[src/rtl/fu_pkg.sv]
// Shared definitions for the functional-unit dispatcher: opcodes, unit indices,
// FSM state encoding and opcode decode helpers.
package fu_pkg;

    localparam int unsigned OP_W      = 4;
    localparam int unsigned DATA_W    = 32;
    localparam int unsigned RES_W     = 64;
    localparam int unsigned MODE_W    = 3;
    localparam int unsigned NUM_UNITS = 5;

    localparam logic [OP_W-1:0] OP_UADD   = 4'd0;
    localparam logic [OP_W-1:0] OP_USUB   = 4'd1;
    localparam logic [OP_W-1:0] OP_UMUL   = 4'd2;
    localparam logic [OP_W-1:0] OP_UDIV   = 4'd3;
    localparam logic [OP_W-1:0] OP_SADD   = 4'd4;
    localparam logic [OP_W-1:0] OP_SSUB   = 4'd5;
    localparam logic [OP_W-1:0] OP_SMUL   = 4'd6;
    localparam logic [OP_W-1:0] OP_SDIV   = 4'd7;
    localparam logic [OP_W-1:0] OP_FADD   = 4'd8;
    localparam logic [OP_W-1:0] OP_FSUB   = 4'd9;
    localparam logic [OP_W-1:0] OP_FMUL   = 4'd10;
    localparam logic [OP_W-1:0] OP_FDIV   = 4'd11;
    localparam logic [OP_W-1:0] OP_ITOF_U = 4'd12;
    localparam logic [OP_W-1:0] OP_ITOF_S = 4'd13;

    localparam int unsigned U_ALU  = 0;
    localparam int unsigned U_FAS  = 1;
    localparam int unsigned U_FMUL = 2;
    localparam int unsigned U_FDIV = 3;
    localparam int unsigned U_ITF  = 4;

    typedef enum logic [1:0] {
        ST_IDLE  = 2'd0,
        ST_ISSUE = 2'd1,
        ST_WAIT  = 2'd2,
        ST_RESP  = 2'd3
    } state_t;

    // ALU add/sub finish in the ISSUE cycle; everything else needs cplt.
    function automatic logic OP_IS_COMB(input logic [OP_W-1:0] op);
        return (op == OP_UADD) || (op == OP_USUB) || (op == OP_SADD) || (op == OP_SSUB);
    endfunction

    // One-hot target unit; all-zero marks an illegal opcode.
    function automatic logic [NUM_UNITS-1:0] op_unit_mask(input logic [OP_W-1:0] op);
        logic [NUM_UNITS-1:0] m;
        m = '0;
        if (!op[3]) begin
            m[U_ALU] = 1'b1;
        end else begin
            case (op)
                OP_FADD, OP_FSUB:     m[U_FAS]  = 1'b1;
                OP_FMUL:              m[U_FMUL] = 1'b1;
                OP_FDIV:              m[U_FDIV] = 1'b1;
                OP_ITOF_U, OP_ITOF_S: m[U_ITF]  = 1'b1;
                default:              m = '0;
            endcase
        end
        return m;
    endfunction

    function automatic logic [MODE_W-1:0] op_mode(input logic [OP_W-1:0] op);
        if (!op[3]) begin
            return op[MODE_W-1:0];
        end
        return ((op == OP_FSUB) || (op == OP_ITOF_S)) ? MODE_W'(1) : MODE_W'(0);
    endfunction

endpackage

[src/rtl/fu_dispatch.sv]
// Initiator side of the functional-unit enable/cplt handshake: issues one request
// at a time to the selected unit and returns its result on a valid/ready port.
module fu_dispatch
    import fu_pkg::*;
#(
    parameter int unsigned TIMEOUT_CYCLES = 64,
    parameter int unsigned CNT_W          = 7
) (
    input  logic                 clk,
    input  logic                 rst,
    input  logic                 req_valid,
    output logic                 req_ready,
    input  logic [OP_W-1:0]      req_op,
    input  logic [DATA_W-1:0]    req_a,
    input  logic [DATA_W-1:0]    req_b,
    output logic                 rsp_valid,
    input  logic                 rsp_ready,
    output logic [RES_W-1:0]     rsp_data,
    output logic                 rsp_err,
    output logic                 cpu_isStop,
    output logic                 alu_en,
    output logic                 fas_en,
    output logic                 fmul_en,
    output logic                 fdiv_en,
    output logic                 itf_en,
    output logic [MODE_W-1:0]    fu_mode,
    output logic [DATA_W-1:0]    fu_x1,
    output logic [DATA_W-1:0]    fu_x2,
    input  logic [RES_W-1:0]     alu_y,
    input  logic [DATA_W-1:0]    fas_y,
    input  logic [DATA_W-1:0]    fmul_y,
    input  logic [DATA_W-1:0]    fdiv_y,
    input  logic [DATA_W-1:0]    itf_y,
    input  logic                 alu_cplt,
    input  logic                 fas_cplt,
    input  logic                 fmul_cplt,
    input  logic                 fdiv_cplt,
    input  logic                 itf_cplt
);

    state_t                 state;
    logic [OP_W-1:0]        op_q;
    logic [CNT_W-1:0]       cnt;
    logic [NUM_UNITS-1:0]   en_q;
    logic [NUM_UNITS-1:0]   req_mask;
    logic [NUM_UNITS-1:0]   sel_mask;
    logic [NUM_UNITS-1:0]   cplt_vec;
    logic                   sel_cplt;
    logic [RES_W-1:0]       sel_y;

    assign alu_en  = en_q[U_ALU];
    assign fas_en  = en_q[U_FAS];
    assign fmul_en = en_q[U_FMUL];
    assign fdiv_en = en_q[U_FDIV];
    assign itf_en  = en_q[U_ITF];

    assign req_mask = op_unit_mask(req_op);
    assign sel_mask = op_unit_mask(op_q);
    assign cplt_vec = {itf_cplt, fdiv_cplt, fmul_cplt, fas_cplt, alu_cplt};
    assign sel_cplt = |(sel_mask & cplt_vec);

    // Result mux for the unit owning the registered opcode; 32-bit results zero-extend.
    always_comb begin
        sel_y = '0;
        if (sel_mask[U_ALU]) begin
            sel_y = alu_y;
        end else if (sel_mask[U_FAS]) begin
            sel_y = RES_W'(fas_y);
        end else if (sel_mask[U_FMUL]) begin
            sel_y = RES_W'(fmul_y);
        end else if (sel_mask[U_FDIV]) begin
            sel_y = RES_W'(fdiv_y);
        end else if (sel_mask[U_ITF]) begin
            sel_y = RES_W'(itf_y);
        end
    end

    always_ff @(posedge clk) begin
        if (rst) begin
            state      <= ST_IDLE;
            op_q       <= '0;
            cnt        <= '0;
            en_q       <= '0;
            req_ready  <= 1'b1;
            rsp_valid  <= 1'b0;
            rsp_err    <= 1'b0;
            rsp_data   <= '0;
            cpu_isStop <= 1'b0;
            fu_mode    <= '0;
            fu_x1      <= '0;
            fu_x2      <= '0;
        end else begin
            case (state)
                ST_IDLE: begin
                    if (req_valid) begin
                        op_q       <= req_op;
                        fu_x1      <= req_a;
                        fu_x2      <= req_b;
                        fu_mode    <= op_mode(req_op);
                        req_ready  <= 1'b0;
                        cpu_isStop <= 1'b1;
                        if (req_mask == '0) begin
                            rsp_valid <= 1'b1;
                            rsp_err   <= 1'b1;
                            rsp_data  <= '0;
                            state     <= ST_RESP;
                        end else begin
                            en_q  <= req_mask;
                            state <= ST_ISSUE;
                        end
                    end
                end

                // cplt is not trusted here: it may be stale from a previous operation.
                ST_ISSUE: begin
                    if (OP_IS_COMB(op_q)) begin
                        rsp_data  <= sel_y;
                        rsp_err   <= 1'b0;
                        rsp_valid <= 1'b1;
                        en_q      <= '0;
                        state     <= ST_RESP;
                    end else begin
                        cnt   <= '0;
                        state <= ST_WAIT;
                    end
                end

                ST_WAIT: begin
                    if (sel_cplt) begin
                        rsp_data  <= sel_y;
                        rsp_err   <= 1'b0;
                        rsp_valid <= 1'b1;
                        en_q      <= '0;
                        state     <= ST_RESP;
                    end else if (cnt == CNT_W'(TIMEOUT_CYCLES - 1)) begin
                        rsp_data  <= '0;
                        rsp_err   <= 1'b1;
                        rsp_valid <= 1'b1;
                        en_q      <= '0;
                        state     <= ST_RESP;
                    end else begin
                        cnt <= cnt + CNT_W'(1);
                    end
                end

                ST_RESP: begin
                    if (rsp_ready) begin
                        rsp_valid  <= 1'b0;
                        rsp_err    <= 1'b0;
                        req_ready  <= 1'b1;
                        cpu_isStop <= 1'b0;
                        state      <= ST_IDLE;
                    end
                end

                default: state <= ST_IDLE;
            endcase
        end
    end

endmodule

[config.mk]
export PLATFORM = sky130hd
export DESIGN_NAME = fu_dispatch
export DESIGN_NICKNAME = d
export VERILOG_FILES = /design/src/rtl/fu_pkg.sv /design/src/rtl/fu_dispatch.sv
export SDC_FILE = /design/constraint.sdc
export NUM_CORES = 1
export LEC_CHECK = 0
export CAP_MARGIN = 20
export CORE_AREA = 2 2 158 160
export DETAILED_ROUTE_END_ITERATION = 8
export DIE_AREA = 0 0 160 162
export SLEW_MARGIN = 20
export SYNTH_ARGS = -nofsm -noshare
export SYNTH_HDL_FRONTEND = slang
export SYNTH_SLANG_ARGS = --single-unit
[constraint.sdc]
create_clock -name clk -period 2.35 [get_ports clk]
set_input_delay 0.47 -clock clk [delete_from_list [all_inputs] [get_ports clk]]
set_output_delay 0.47 -clock clk [all_outputs]
set_load 0.1 [all_outputs]
==> flow_summary_export.csv, run 1 <==
group,metric,value,unit
routing,vias,7430,
synth,ys.warnings.count,0,
synth,postSynth.asyncResetShare,0,
setup_path,worst_setup_path_startpoint,"state[1]$_SDFFE_PP0P_",
placement,finalWeightedCongestion,0.7954,
grt,grt_max_degree,75,
routing,detail_route.first_pass.iterations,5,
synth,syn_area_per_cell,8.607,sq um
grt,grt_pass1_vias,7273,
floorplan,placement_rows,57,
floorplan,floorplan.initialDensity,0.2810,
synth,synthDominantCellAreaShare,0.4522,
setup_path,start_kind,"flop",
routing,routed_wirelength,27.90,mm
setup_path,timing.setup.critical_path_class,"flop to flop",
routing,route.detailed.vias_per_inst,4.882,
sta,post-route-period-util,0.8930,
sta,worstMarginPinSlew,0.6828,ns
power,fin_total_pwr,0.01206,W
clock_tree,post_cts.resized_instances,0,
sta,final.setup_skew,0.01176,ns
status,status,"complete, no violations",
min_path,holdCritStartpoint,"fu_x1[31]$_SDFFE_PP0P_",
routing,drtIter0Drc,460,
power,ir_worst_vdd,598.0,uV
synth,yosysSeqAreaShare,0.4522,
placement,dp_hpwl,21.04,mm
setup_path,critical_path_required,2.70,ns
setup_path,critical_path.endpoint_type,"flop",
setup_path,critical_path.max_fanout,9,
layout,final_nets,1458,
routing,post_drt_wl_per_cell,18.33,microns
layout,final_core_util,0.4829,
layout,area.growth.synth_to_final,71.83,%
job,drv.max_cap_violation_count,0,
floorplan,dieArea,25920,sq um
synth,synth_cell_area,6774,sq um
sta,max_freq,476.5,MHz
sta,final_slew_viol_count,0,
setup_path,crit-reg2reg-launch,"state[1]$_SDFFE_PP0P_",
layout,fill_cells,2408,
grt,grt_first_pass_wirelength,42.06,mm
floorplan,fp.dieH,162,microns
clock_tree,num_cts_buffers,17,
routing,drc_errors,0,
sta,unrepaired_setup_endpoints_after_global_routing,"no",
sta,finalWorstPathRequiredPeriod,2.099,ns
synth,yosys_most_used_dff,"sky130_fd_sc_hd__dfxtp_1",
placement,io_buffers,408,
sta,timing.max_slew.rel_slack,0.5400,
power,total_leakage_power,4.455,nW
clock_tree,post_cts_buffers,0,
layout,final_layout_size_suffix_gt1_frac,0.1873,
sta,setup-violations-final,0,
clock_tree,clock_path_buffers,2,
grt,grt_overflow,0,
min_path,min-delay-path-class,"flop to flop",
clock_tree,cts_hold_repair.buffers,0,
power,cellPowerDensity,1036,nW/um^2
synth,postSynthNetCount,1062,
synth,synthTopCellsByArea,"sky130_fd_sc_hd__dfxtp_1, sky130_fd_sc_hd__mux2i_1, sky130_fd_sc_hd__nand2_1, sky130_fd_sc_hd__a21oi_1, sky130_fd_sc_hd__a32o_1",
floorplan,ioPinCount,409,
layout,finish.instance_area,11640,sq um
synth,netlist.top_cell.by_area,"sky130_fd_sc_hd__dfxtp_1",
floorplan,die_width,160,microns
placement,place_area,11050,sq um
synth,synthesis.instances,787,
grt,number_of_antenna_violations_at_the_first_check_in_global_routing,2,
grt,gr-usage-all-layers,0.2072,
sta,finalHoldViolCount,0,
clock_tree,clock_tree.root_cell,"sky130_fd_sc_hd__clkbuf_16",
synth,synth_edf_count,0,
clock_tree,clock_tree.htree_level_count,4,
routing,antenna_violating_nets_post_route,0,
clock_tree,clock_sink_count,153,
sta,setup_total_negative_slack,0,ns
clock_tree,tritoncts_clock_tree,"done",
synth,ys_seq_elements,153,
setup_path,cp.arrival,2.45,ns
clock_tree,worst_path_clk_slew,0.07,ns
clock_tree,skew_pair_late_insertion_delay,0.42,ns
synth,yosys.cell_types.count,49,
floorplan,placeableCoreArea,24110,sq um
sta,finalHoldWorstSlack,0.4550,ns
-- final timing paths --
kind | endpoint | slack (ns) | cells past startpoint
max | rsp_data[6]$_SDFFE_PP0P_ | 0.25 | 8
min | fu_x1[31]$_SDFFE_PP0P_ | 0.46 | 2
max reg2reg | rsp_data[6]$_SDFFE_PP0P_ | 0.25 | 8
min reg2reg | fu_x1[31]$_SDFFE_PP0P_ | 0.46 | 2
-- synth_stat cells, types with 3 or more instances --
cell and number:
sky130_fd_sc_hd__nand3_1 40, sky130_fd_sc_hd__a21oi_1 87, sky130_fd_sc_hd__nand2b_1 8, sky130_fd_sc_hd__a32o_1 33, sky130_fd_sc_hd__dfxtp_1 153, sky130_fd_sc_hd__buf_2 13
sky130_fd_sc_hd__a31oi_1 3, sky130_fd_sc_hd__nand2_1 150, sky130_fd_sc_hd__nor2_1 10, sky130_fd_sc_hd__nor3_1 3, sky130_fd_sc_hd__buf_1 8, sky130_fd_sc_hd__o21ai_1 31
sky130_fd_sc_hd__clkbuf_1 48, sky130_fd_sc_hd__or3_1 3, sky130_fd_sc_hd__o21ai_0 39, sky130_fd_sc_hd__inv_1 14, sky130_fd_sc_hd__o221ai_1 30, sky130_fd_sc_hd__mux2i_1 64
sky130_fd_sc_hd__o31ai_1 4, sky130_fd_sc_hd__nor3b_1 3, sky130_fd_sc_hd__ha_1 6
-- registers in the layout, indices dropped and copies added, names as in the netlist --
name	flops
en_q	5
op_q	4
state	2
rsp_err	1
req_ready	1
cpu_isStop	1
rsp_valid	1
fu_x1	32
fu_x2	32
rsp_data	64
cnt	7
fu_mode	3
-- worst max-delay path: stages, from the launching register on --
cell and delay, ns:
sky130_fd_sc_hd__dfxtp_1 0.35, sky130_fd_sc_hd__inv_1 0.12, sky130_fd_sc_hd__ha_1 0.32, sky130_fd_sc_hd__inv_1 0.14, sky130_fd_sc_hd__a211oi_2 0.33, sky130_fd_sc_hd__o21ai_0 0.16, sky130_fd_sc_hd__or2_1 0.28, sky130_fd_sc_hd__buf_4 0.19
sky130_fd_sc_hd__o21ai_1 0.14
-- power breakdown --
group,switching [W],leakage [nW],internal [W]
Clock,0.00127,0.279,0.00142
Sequential,0.000228,1.25,0.00296
Combinational,0.00433,2.93,0.00184
-- layer usage --
metal | GRT usage | share of wire | wire length, microns | up-vias
met1 | 0.2430 | 0.40 | 11280 | 3477
li1 | - | - | - | 3645
met4 | 0.07125 | 0.021 | 592 | 0
met5 | 0 | 0 | 0 | -
met3 | 0.06563 | 0.079 | 2218 | 33
met2 | 0.3585 | 0.49 | 13810 | 275
-- logic make-up (layout without fill, tap and decap cells) --
kind of cell / count (synthesis) / after routing / share of synthesized area
mux: 65 / 65 / 0.09789
flops: 153 / 153 / 0.4522
buf+inv: 84 / 493 / 0.05005
simple gates: 229 / 229 / 0.1459
other cells: 0 / 2 / 0
compound gates: 250 / 250 / 0.2429
fa+ha+maj: 6 / 6 / 0.01108
-- placed cells by master (no fill, tap or decap), types with 3 or more instances in the layout --
cell,netlist,routed
sky130_fd_sc_hd__a21oi_1,87,87
sky130_fd_sc_hd__a31oi_1,3,3
sky130_fd_sc_hd__a32o_1,33,33
sky130_fd_sc_hd__buf_12,0,9
sky130_fd_sc_hd__buf_4,0,170
sky130_fd_sc_hd__clkbuf_16,0,17
sky130_fd_sc_hd__clkdlybuf4s50_1,0,267
sky130_fd_sc_hd__clkinv_8,0,3
sky130_fd_sc_hd__dfxtp_1,153,150
sky130_fd_sc_hd__dfxtp_2,0,3
sky130_fd_sc_hd__ha_1,6,6
sky130_fd_sc_hd__inv_1,14,13
sky130_fd_sc_hd__inv_8,0,5
sky130_fd_sc_hd__mux2i_1,64,64
sky130_fd_sc_hd__nand2_1,150,149
sky130_fd_sc_hd__nand2b_1,8,8
sky130_fd_sc_hd__nand3_1,40,40
sky130_fd_sc_hd__nor2_1,10,9
sky130_fd_sc_hd__nor3_1,3,3
sky130_fd_sc_hd__nor3b_1,3,3
sky130_fd_sc_hd__o21ai_0,39,39
sky130_fd_sc_hd__o21ai_1,31,31
sky130_fd_sc_hd__o221ai_1,30,30
sky130_fd_sc_hd__o31ai_1,4,4
sky130_fd_sc_hd__or3_1,3,3
-- area by class of cell --
type	instances	area [sq um]	share of cell area
tap	324	405.4	0.03483
antenna	2	5.005	0.0004300
clock buffer	18	429.2	0.03687
clock inverter	14	155.1	0.01333
sequential	153	3067	0.2635
multi-input combinational	550	3392	0.2914
inverter	14	52.55	0.004515
timing repair buffer	447	4134	0.3552
-- per-stage QoR --
step	cells	setup slack (ns)
CTS	1520	0.1755
global placement	1488	0.05355
detailed placement	1488	-0.001266
floorplan	787	0.4827
global route	1522	0.06146
finish	1522	0.2515
(Power assumes the default switching activity.)
==> run 2: changes to the inputs <==
PLACE_DENSITY = 0.69   (was default)
==> flow_summary_export.csv, run 2 (same netlist as run 1, synthesis figures left out) <==
group,metric,value,unit
min_path,hold_path_end,"fu_x1[17]$_SDFFE_PP0P_",
routing,detail_route.first_pass.iterations,5,
grt,grt_pass1_vias,7489,
min_path,min-delay-path-class,"flop to flop",
placement,finalWeightedCongestion,0.8188,
sta,worstMarginPinSlew,0.7339,ns
power,cellPowerDensity,1031,nW/um^2
routing,antenna_violating_nets_post_route,0,
setup_path,r2r-end,"rsp_data[55]$_SDFFE_PP0P_",
sta,fin_ws,0.2241,ns
sta,max_freq,470.4,MHz
sta,setup_total_negative_slack,0,ns
layout,final_layout_size_suffix_gt1_frac,0.1881,
layout,fill_cells,2360,
grt,grt_overflow,0,
sta,unrepaired_setup_endpoints_after_global_routing,"no",
sta,finalWorstPathRequiredPeriod,2.126,ns
placement,io_buffers,408,
grt,number_of_antenna_violations_at_the_first_check_in_global_routing,7,
job,drv.max_cap_violation_count,0,
sta,finalHoldWorstSlack,0.4555,ns
layout,finish.instance_area,11630,sq um
routing,drtIter0Drc,546,
layout,largest_reg_flops,64,
routing,vias,7498,
floorplan,fp.dieH,162,microns
sta,finalHoldViolCount,0,
setup_path,start_kind,"flop",
power,seq_power_share,0.266,
sta,final_slew_viol_count,0,
sta,timing.max_slew.rel_slack,0.5056,
setup_path,timing.reg2reg.worst_path_depth,9,
layout,register_area,3067,sq um
power,swShare,0.4874,
clock_tree,clock_path_buffers,2,
floorplan,placeableCoreArea,24110,sq um
clock_tree,clock_sink_count,153,
sta,final.setup_skew,0.009414,ns
clock_tree,num_cts_buffers,17,
status,status,"complete, no violations",
min_path,holdCritStartpoint,"fu_x1[17]$_SDFFE_PP0P_",
grt,grt_first_pass_wirelength,42.50,mm
power,total_leakage_power,4.456,nW
setup_path,timing.setup.critical_path_class,"flop to flop",
power,fin_total_pwr,0.01199,W
grt,gr-usage-all-layers,0.2098,
routing,drc_errors,0,
placement,place_area,11030,sq um
routing,routed_wirelength,27.88,mm
clock_tree,cts_hold_repair.buffers,0,
layout,multi_input_gate_area,3392,sq um
clock_tree,worst_path_clk_slew,0.07,ns
floorplan,dieArea,25920,sq um
clock_tree,skew_pair_late_insertion_delay,0.42,ns
placement,dpl_worst_slack,0.02766,ns
grt,grt_max_degree,80,
layout,layout.cells.most_common_list,"sky130_fd_sc_hd__clkdlybuf4s50_1, sky130_fd_sc_hd__buf_4, sky130_fd_sc_hd__dfxtp_1",
routing,route.detailed.vias_per_inst,4.917,
layout,largest_registers,"rsp_data (64), fu_x1 (32), fu_x2 (32)",
setup_path,critical_path.endpoint_type,"flop",
layout,registers.top_by_ff_count,"rsp_data",
routing,post_drt_wl_per_cell,18.28,microns
layout,mostFrequentLayoutCell,"sky130_fd_sc_hd__clkdlybuf4s50_1",
power,power_frac_clock,0.225,
min_path,min_delay_path_depth,2,
power,power.switching,0.005844,W
setup_path,cp.arrival,2.48,ns
clock_tree,clock_tree.root_cell,"sky130_fd_sc_hd__clkbuf_16",
placement,dp_hpwl,21.25,mm
setup_path,crit-reg2reg-launch,"state[1]$_SDFFE_PP0P_",
sta,post-route-period-util,0.9046,
floorplan,placement_rows,57,
floorplan,floorplan.initialDensity,0.2810,
clock_tree,tritoncts_clock_tree,"done",
power,intPower,0.006146,W
layout,area.growth.synth_to_final,71.70,%
floorplan,die_width,160,microns
power,ir_worst_vdd,605.0,uV
sta,setup-violations-final,0,
layout,final_nets,1458,
setup_path,critical_path.max_fanout,32,
setup_path,worst-r2r-setup-slack,0.22,ns
clock_tree,clock_tree.htree_level_count,4,
setup_path,critical_path_required,2.71,ns
power,power_frac_comb,0.509,
floorplan,ioPinCount,409,
==> run 2: changes by cell type in the layout (fill, tap and decap cells not counted), sizes merged <==
cell / change
inv: +1
diode: +3
clkbuf: -1
==> run 2: how the worst max path moves through the flow <==
| stage | slack, ns | end | from |
|---|---|---|---|
| 2_1_floorplan | 0.48 | rsp_data[21]$_SDFFE_PP0P_ | cnt[0]$_SDFFE_PP0P_ |
| 3_3_place_gp | 0.002 | en_q[0]$_SDFFE_PP0P_ | fas_cplt |
| 3_5_place_dp | 0.03 | rsp_data[39]$_SDFFE_PP0P_ | itf_cplt |
| 4_1_cts | 0.09 | rsp_data[55]$_SDFFE_PP0P_ | state[1]$_SDFFE_PP0P_ |
| 5_1_grt | 0.05 | rsp_data[37]$_SDFFE_PP0P_ | state[1]$_SDFFE_PP0P_ |
| 6_report | 0.22 | rsp_data[55]$_SDFFE_PP0P_ | state[1]$_SDFFE_PP0P_ |
==> run 2: power groups by stage <==
stage / combinational, W / clock (W) / sequential, W
after floorplan: 0.00181 / 0 / 0.00558
after global placement: 0.00607 / 0 / 0.00323
after detailed placement: 0.00610 / 0 / 0.00324
after CTS: 0.00611 / 0.00279 / 0.00319
after global routing: 0.00644 / 0.00289 / 0.00324
final: 0.00611 / 0.00269 / 0.00319
==> run 2: stage by stage <==
step / std cells / util
after floorplan: 787 / -
after global placement: 1488 / 0.4577
after detailed placement: 1488 / 0.4577
after CTS: 1520 / 0.4818
after global routing: 1525 / 0.4825
final: 1525 / 0.4825
==> run 2: what timing repair did <==
item / CTS / global route
resized for setup: 0 / 1
setup endpoints to repair: 0 / 63
setup buffers: 0 / 0
hold endpoints to repair: 0 / 0
==> run 2: critical path: stages, from the launching register on <==
cell                       delay, ns
sky130_fd_sc_hd__dfxtp_1        0.40
sky130_fd_sc_hd__inv_1          0.10
sky130_fd_sc_hd__ha_1           0.35
sky130_fd_sc_hd__inv_1          0.10
sky130_fd_sc_hd__a211oi_2       0.27
sky130_fd_sc_hd__o311ai_0       0.20
sky130_fd_sc_hd__buf_4          0.17
sky130_fd_sc_hd__nor2_2         0.12
sky130_fd_sc_hd__buf_12         0.21
sky130_fd_sc_hd__a32o_1         0.15
==> run 2: final cells by class <==
cell class	count	area share
well taps	324	0.03485
repair buffers	447	0.3543
flip-flops and latches	153	0.2637
inverters	14	0.004518
clock inverters	15	0.01334
clock buffers	17	0.03657
diodes	5	0.001076
multi-input cells	550	0.2916
==> run 2: layer usage <==
layer | share of wire | wire length (microns) | vias to the layer above | GRT usage
li1 | - | - | 3649 | -
met1 | 0.40 | 11070 | 3498 | 0.2388
met2 | 0.49 | 13730 | 305 | 0.3617
met3 | 0.080 | 2219 | 42 | 0.06588
met4 | 0.030 | 830 | 4 | 0.09459
met5 | 0.00097 | 27 | - | 0
